--- src/rtl/arbiter_12_rr.sv ---
// ---------------------------------------------------------------------------
// arbiter_12_rr
//
// Round-robin arbiter that shares one resource among 12 requesters.
// The grant is presented both as a one-hot vector and as a 4-bit code
// (0 = none, k = 1..12 means requester k-1). The one-hot vector is always
// the 4-to-12 decode of the code, so downstream logic may use either form.
//
// A grant ends when the holder asserts done or drops its request. At least
// one idle cycle separates consecutive grants. The rotation pointer moves
// to the requester after the one just released.
//
// Optional feature (macro ARB_TIMEOUT_EN):
//   defined   - a grant lasts at most MAX_HOLD cycles. A forced release
//               pulses timeout for one cycle.
//   undefined - there is no hold limit and timeout is tied to 0.
//
// Parameters:
//   N_REQ     number of requesters (fixed at 12)
//   MAX_HOLD  maximum grant length when the timeout feature is built (1..255)
//   HOLD_W    width of the saturating hold counter (must hold MAX_HOLD)
//
// Ports:
//   clk       rising-edge clock
//   reset_n   synchronous active-low reset
//   req       level-sensitive request vector, bit i = requester i
//   done      current holder releases the resource this cycle
//   gnt       registered one-hot grant, or zero
//   gnt_code  registered grant code, 0 = none, i+1 = requester i
//   busy      registered, high while a grant is held
//   timeout   one-cycle pulse after a forced release
// ---------------------------------------------------------------------------
module arbiter_12_rr #(
    parameter int N_REQ    = 12,
    parameter int MAX_HOLD = 16,
    parameter int HOLD_W   = 8
) (
    input  logic             clk,
    input  logic             reset_n,
    input  logic [N_REQ-1:0] req,
    input  logic             done,
    output logic [N_REQ-1:0] gnt,
    output logic [3:0]       gnt_code,
    output logic             busy,
    output logic             timeout
);

    typedef enum logic {
        IDLE  = 1'b0,
        GRANT = 1'b1
    } state_t;

    state_t            state;
    logic [3:0]        ptr;
    logic [HOLD_W-1:0] hold_cnt;

    // Round-robin search starting at ptr, wrapping at N_REQ.
    logic       pick_valid;
    logic [3:0] pick_idx;
    logic [4:0] scan_sum;
    logic [3:0] scan_idx;

    // NOTE: every variable written in always_comb gets a default first, so no
    // path leaves it unassigned and no latch is inferred.
    always_comb begin
        pick_valid = 1'b0;
        pick_idx   = '0;
        scan_sum   = '0;
        scan_idx   = '0;
        for (int off = 0; off < N_REQ; off++) begin
            scan_sum = {1'b0, ptr} + 5'(off);
            scan_idx = (scan_sum >= 5'(N_REQ)) ? 4'(scan_sum - 5'(N_REQ)) : scan_sum[3:0];
            if (!pick_valid && req[scan_idx]) begin
                pick_valid = 1'b1;
                pick_idx   = scan_idx;
            end
        end
    end

    // The holder's index is gnt_code-1. It is only meaningful in GRANT,
    // where gnt_code is 1..12.
    logic [3:0] hold_idx;
    logic       holder_req;
    logic       forced;
    logic       release_now;

    assign hold_idx    = gnt_code - 4'd1;
    assign holder_req  = req[hold_idx];
    assign release_now = (state == GRANT) && (done || !holder_req || forced);

`ifdef ARB_TIMEOUT_EN
    // Forced release happens only when done is low. If done coincides with
    // the limit, the release counts as a normal one.
    assign forced = (state == GRANT) && (hold_cnt == HOLD_W'(MAX_HOLD)) && !done;

    logic timeout_q;

    always_ff @(posedge clk) begin
        if (!reset_n) begin
            timeout_q <= 1'b0;
        end else begin
            timeout_q <= forced;
        end
    end

    assign timeout = timeout_q;
`else
    assign forced  = 1'b0;
    assign timeout = 1'b0;

    // MAX_HOLD has no function without the hold limit.
    logic [HOLD_W-1:0] unused_max_hold;
    assign unused_max_hold = HOLD_W'(MAX_HOLD);
`endif

    // NOTE: sequential state uses non-blocking assignments only, so every
    // register samples its inputs from before the edge.
    always_ff @(posedge clk) begin
        if (!reset_n) begin
            state    <= IDLE;
            gnt      <= '0;
            gnt_code <= '0;
            busy     <= 1'b0;
            ptr      <= '0;
            hold_cnt <= '0;
        end else begin
            case (state)
                IDLE: begin
                    // done is ignored here. Only a request starts a grant.
                    if (pick_valid) begin
                        state    <= GRANT;
                        gnt      <= N_REQ'(1) << pick_idx;
                        gnt_code <= pick_idx + 4'd1;
                        busy     <= 1'b1;
                        hold_cnt <= HOLD_W'(1);
                    end
                end
                GRANT: begin
                    if (release_now) begin
                        state    <= IDLE;
                        gnt      <= '0;
                        gnt_code <= '0;
                        busy     <= 1'b0;
                        // The next pointer is (w+1) mod 12, which equals
                        // gnt_code unless w was the last requester.
                        ptr      <= (gnt_code == 4'(N_REQ)) ? 4'd0 : gnt_code;
                    end else if (hold_cnt != '1) begin
                        hold_cnt <= hold_cnt + HOLD_W'(1);
                    end
                end
                default: state <= IDLE;
            endcase
        end
    end

endmodule
--- config.mk ---
export PLATFORM = sky130hd
export DESIGN_NAME = arbiter_12_rr
export DESIGN_NICKNAME = d
export VERILOG_FILES = /design/src/rtl/arbiter_12_rr.sv
export SDC_FILE = /design/constraint.sdc
export NUM_CORES = 1
export LEC_CHECK = 0
export ABC_AREA = 1
export CAP_MARGIN = 10
export CORE_ASPECT_RATIO = 0.9
export CORE_MARGIN = 2
export CORE_UTILIZATION = 40
export CTS_CLUSTER_SIZE = 12
export DETAILED_ROUTE_END_ITERATION = 10
export PLACE_DENSITY = 0.69
export SLEW_MARGIN = 10
export SYNTH_ARGS = -nofsm -noshare
export SYNTH_HDL_FRONTEND = slang
export SYNTH_SLANG_ARGS = --single-unit
--- constraint.sdc ---
create_clock -name clk -period 4.95 [get_ports clk]
set_clock_uncertainty 0.15 [all_clocks]
set_input_delay 0.99 -clock clk [delete_from_list [all_inputs] [get_ports clk]]
set_output_delay 0.99 -clock clk [all_outputs]
set_load 0.1 [all_outputs]
==> results.cfg <==
[outcome]
status = finished, final reports clean

[setup_path]
cp_common_cell = nand2_1
max_stage_delay_ns = 0.51
cp-end-kind = register
crit_slowest_cell = dfxtp_2
timing.rr.end = gnt_code[2]$_SDFFE_PN0P_
cp_num_buf_inv = 4
r2r_setup_slack_ns = 0.53
crit_fanout = 13
start_kind = register
cp.required_ns = 5.02
reg2reg_depth = 27
r2r_start = ptr[2]$_SDFFE_PN0P_
crit_family = simple AND/OR/NAND/NOR gates
path_class = reg -> reg
cp_data_arrival_time_ns = 4.49

[synthesis]
syn_area_um2 = 3470
synth_top_area_share_pct = 19.7
ys_warn_count = 0
synth_edf_count = 0
synth_top_area_cell = nand2_1
synth.distinct_cells = 46
synth_nets = 653
async_reset_ff_share_pct = 0
synth_cells = 608
yosys-top-cells-area = nand2_1, dfxtp_1, ha_1, nand3_1, inv_1
yosysSeqAreaShare_pct = 12.7
synthFlopType = dfxtp_1
synth_seq_cells = 22
syn_area_per_cell_um2 = 5.71

[clock_tree]
holdBufCountCts = 0
clk_latency_ns = 0.28
root_buffer = clkbuf_8
cts_tree = built
clk_pin_slew_ns = 0.09
cts_buffers = 3
htree_levels = 1
clock_path_buffers = 2
cts_sinks = 22

[power]
p_total_mw = 2.20
p_leak_nw = 2.04
vdd_ir_drop_max_v = 0.000221
p_per_area_nw_per_um2 = 556

[finish]
multi_input_area_um2 = 2590
utilization_pct = 46.6
fillCellCount = 930
design_area_um2 = 3950
drive_gt1_share_pct = 9.89
area_growth_pct = 13.8
antenna_cells = 0
nets = 683
seqCellArea_um2 = 442

[detailed_routing]
drtAntennaViolNets = 0
wirelength_um = 10200
drt-wirelength-per-cell_um = 13.4
top_layer_used = met4
wl_met1_um = 4710
drtIter0Drc = 301
wl_met2_um = 4420
dr_wl_met3_um = 757
drcViolationCount = 0
vias_per_cell = 5.23
vias = 3956
drt_first_pass_iters = 6

[timing]
min_period_ns = 4.42
slew_headroom_pct = 34.1
hold_viol = 0
period_share_pct = 89.3
fin_tns_setup_ns = 0
setup-violations-final = 0
slew_viol_final = 0
max_slew.worst_pin.slew_ns = 0.986
rsz0062_at_grt = false
fin_ws_ns = 0.530
fmaxAchievable_mhz = 226

[global_routing]
grt_usage_pct = 22.1
grt_overflow_total = 0
grt_pass1_wl_um = 16800
grt_max_degree = 19
grt_pass1_vias = 3646
antenna_found_initial = 0

[floorplan]
die_h_um = 92.4
die-area_um2 = 9450
fp.dieW_um = 102
initial_core_util_pct = 40.9
rows = 32
io_pins = 33
core_um2 = 8490

[min_path]
min_path_type = reg -> reg
hold_start = gnt[6]$_SDFFE_PN0P_
hold_path_depth = 2
min_to = gnt[6]$_SDFFE_PN0P_

[place]
dp_hpwl_um = 8380
placed_area_um2 = 3860
gp_congestion = 0.993
portBuffers = 31
pre_cts_ws_ns = 0.348

[run]
drv_cap = 0
-- worst min-delay path, cell delays in order (launching register included) --
cell,delay (ns)
dfxtp_1,0.32
nand2_1,0.06
a21oi_1,0.05
-- power breakdown --
group          internal, mW  leakage [nW]  switching [mW]
logic                 0.514          1.83            1.27
registers             0.217         0.180          0.0551
clock network        0.0712        0.0288          0.0672
total                 0.802          2.04            1.40
-- registers in the layout (all words and copies together), names as in the netlist --
register,flops
busy,1
gnt,12
gnt_code,4
ptr,4
state,1
-- through the flow --
step / hold WS (ns) / instances
after floorplan: 0.369 / 608
after global placement: 0.306 / 747
after detailed placement: 0.309 / 747
after CTS: 0.320 / 751
after global routing: 0.349 / 756
final: 0.319 / 756
-- final cells by class --
class                   instances  area share [%]
inverters                      87            8.48
repair buffers                 40            9.56
flip-flops and latches         22            11.2
well taps                     119            3.77
multi-input cells             484            65.6
clock buffers                   4            1.39
-- cell usage after synthesis, types with 2 or more instances --
cell type,number
nand2_1,182
inv_1,71
nand3_1,69
nor2_1,55
ha_1,30
o21ai_0,30
dfxtp_1,22
a21oi_1,21
nand4_1,17
o21ai_1,15
nand2_2,13
inv_2,10
buf_4,5
clkbuf_1,5
nand3_2,5
o21ai_2,5
buf_6,4
clkinv_1,4
xor2_1,4
nor3_1,3
xnor2_1,3
and2_1,2
inv_4,2
nand3b_1,2
nand4_2,2
nor2_2,2
o211a_1,2
o211ai_1,2
o21a_1,2
or2_1,2
or2_2,2
-- cell families after synthesis --
kind of cell | share of synthesized area (%)
flip-flops | 12.7
other | 0.108
adder cells (fa/ha/maj) | 10.8
XOR/XNOR | 1.77
AND/OR/NAND/NOR | 47.6
buffers and inverters | 12.6
AO/OA/AOI/OAI | 14.4
-- worst max-delay path by stage --
stage,from,end,slack [ns],cells past startpoint
after global placement,ptr[2]$_SDFFE_PN0P_,gnt_code[2]$_SDFFE_PN0P_,0.48,27
after detailed placement,ptr[1]$_SDFFE_PN0P_,gnt_code[2]$_SDFFE_PN0P_,0.35,27
after CTS,ptr[1]$_SDFFE_PN0P_,gnt_code[2]$_SDFFE_PN0P_,0.34,27
after global routing,ptr[2]$_SDFFE_PN0P_,gnt_code[2]$_SDFFE_PN0P_,0.06,27
after floorplan,ptr[1]$_SDFFE_PN0P_,gnt_code[2]$_SDFFE_PN0P_,0.86,28
final,ptr[2]$_SDFFE_PN0P_,gnt_code[2]$_SDFFE_PN0P_,0.53,27
-- layout by cell type (no fill, tap or decap), types with 15 or more instances in the layout --
cell | synthesis | routed
o21ai_1 | 15 | 15
o21ai_0 | 30 | 30
a21oi_1 | 21 | 21
nor2_1 | 55 | 55
nand3_1 | 69 | 69
ha_1 | 30 | 30
nand2_1 | 182 | 182
dfxtp_1 | 22 | 21
inv_1 | 71 | 71
nand4_1 | 17 | 17
clkdlybuf4s50_1 | 0 | 31
-- what timing repair did --
action                                  4_1_cts  5_1_grt
endpoints found under the setup margin        0       10
buffers inserted                              0        5
resized for setup                             0        2
-- layer usage --
metal	track usage (%)	vias to the layer above
met5	0	-
met3	3.40	24
li1	-	2025
met2	36.4	133
met4	6.44	0
met1	29.8	1774
Note: power is estimated with default switching activity, not from simulation.
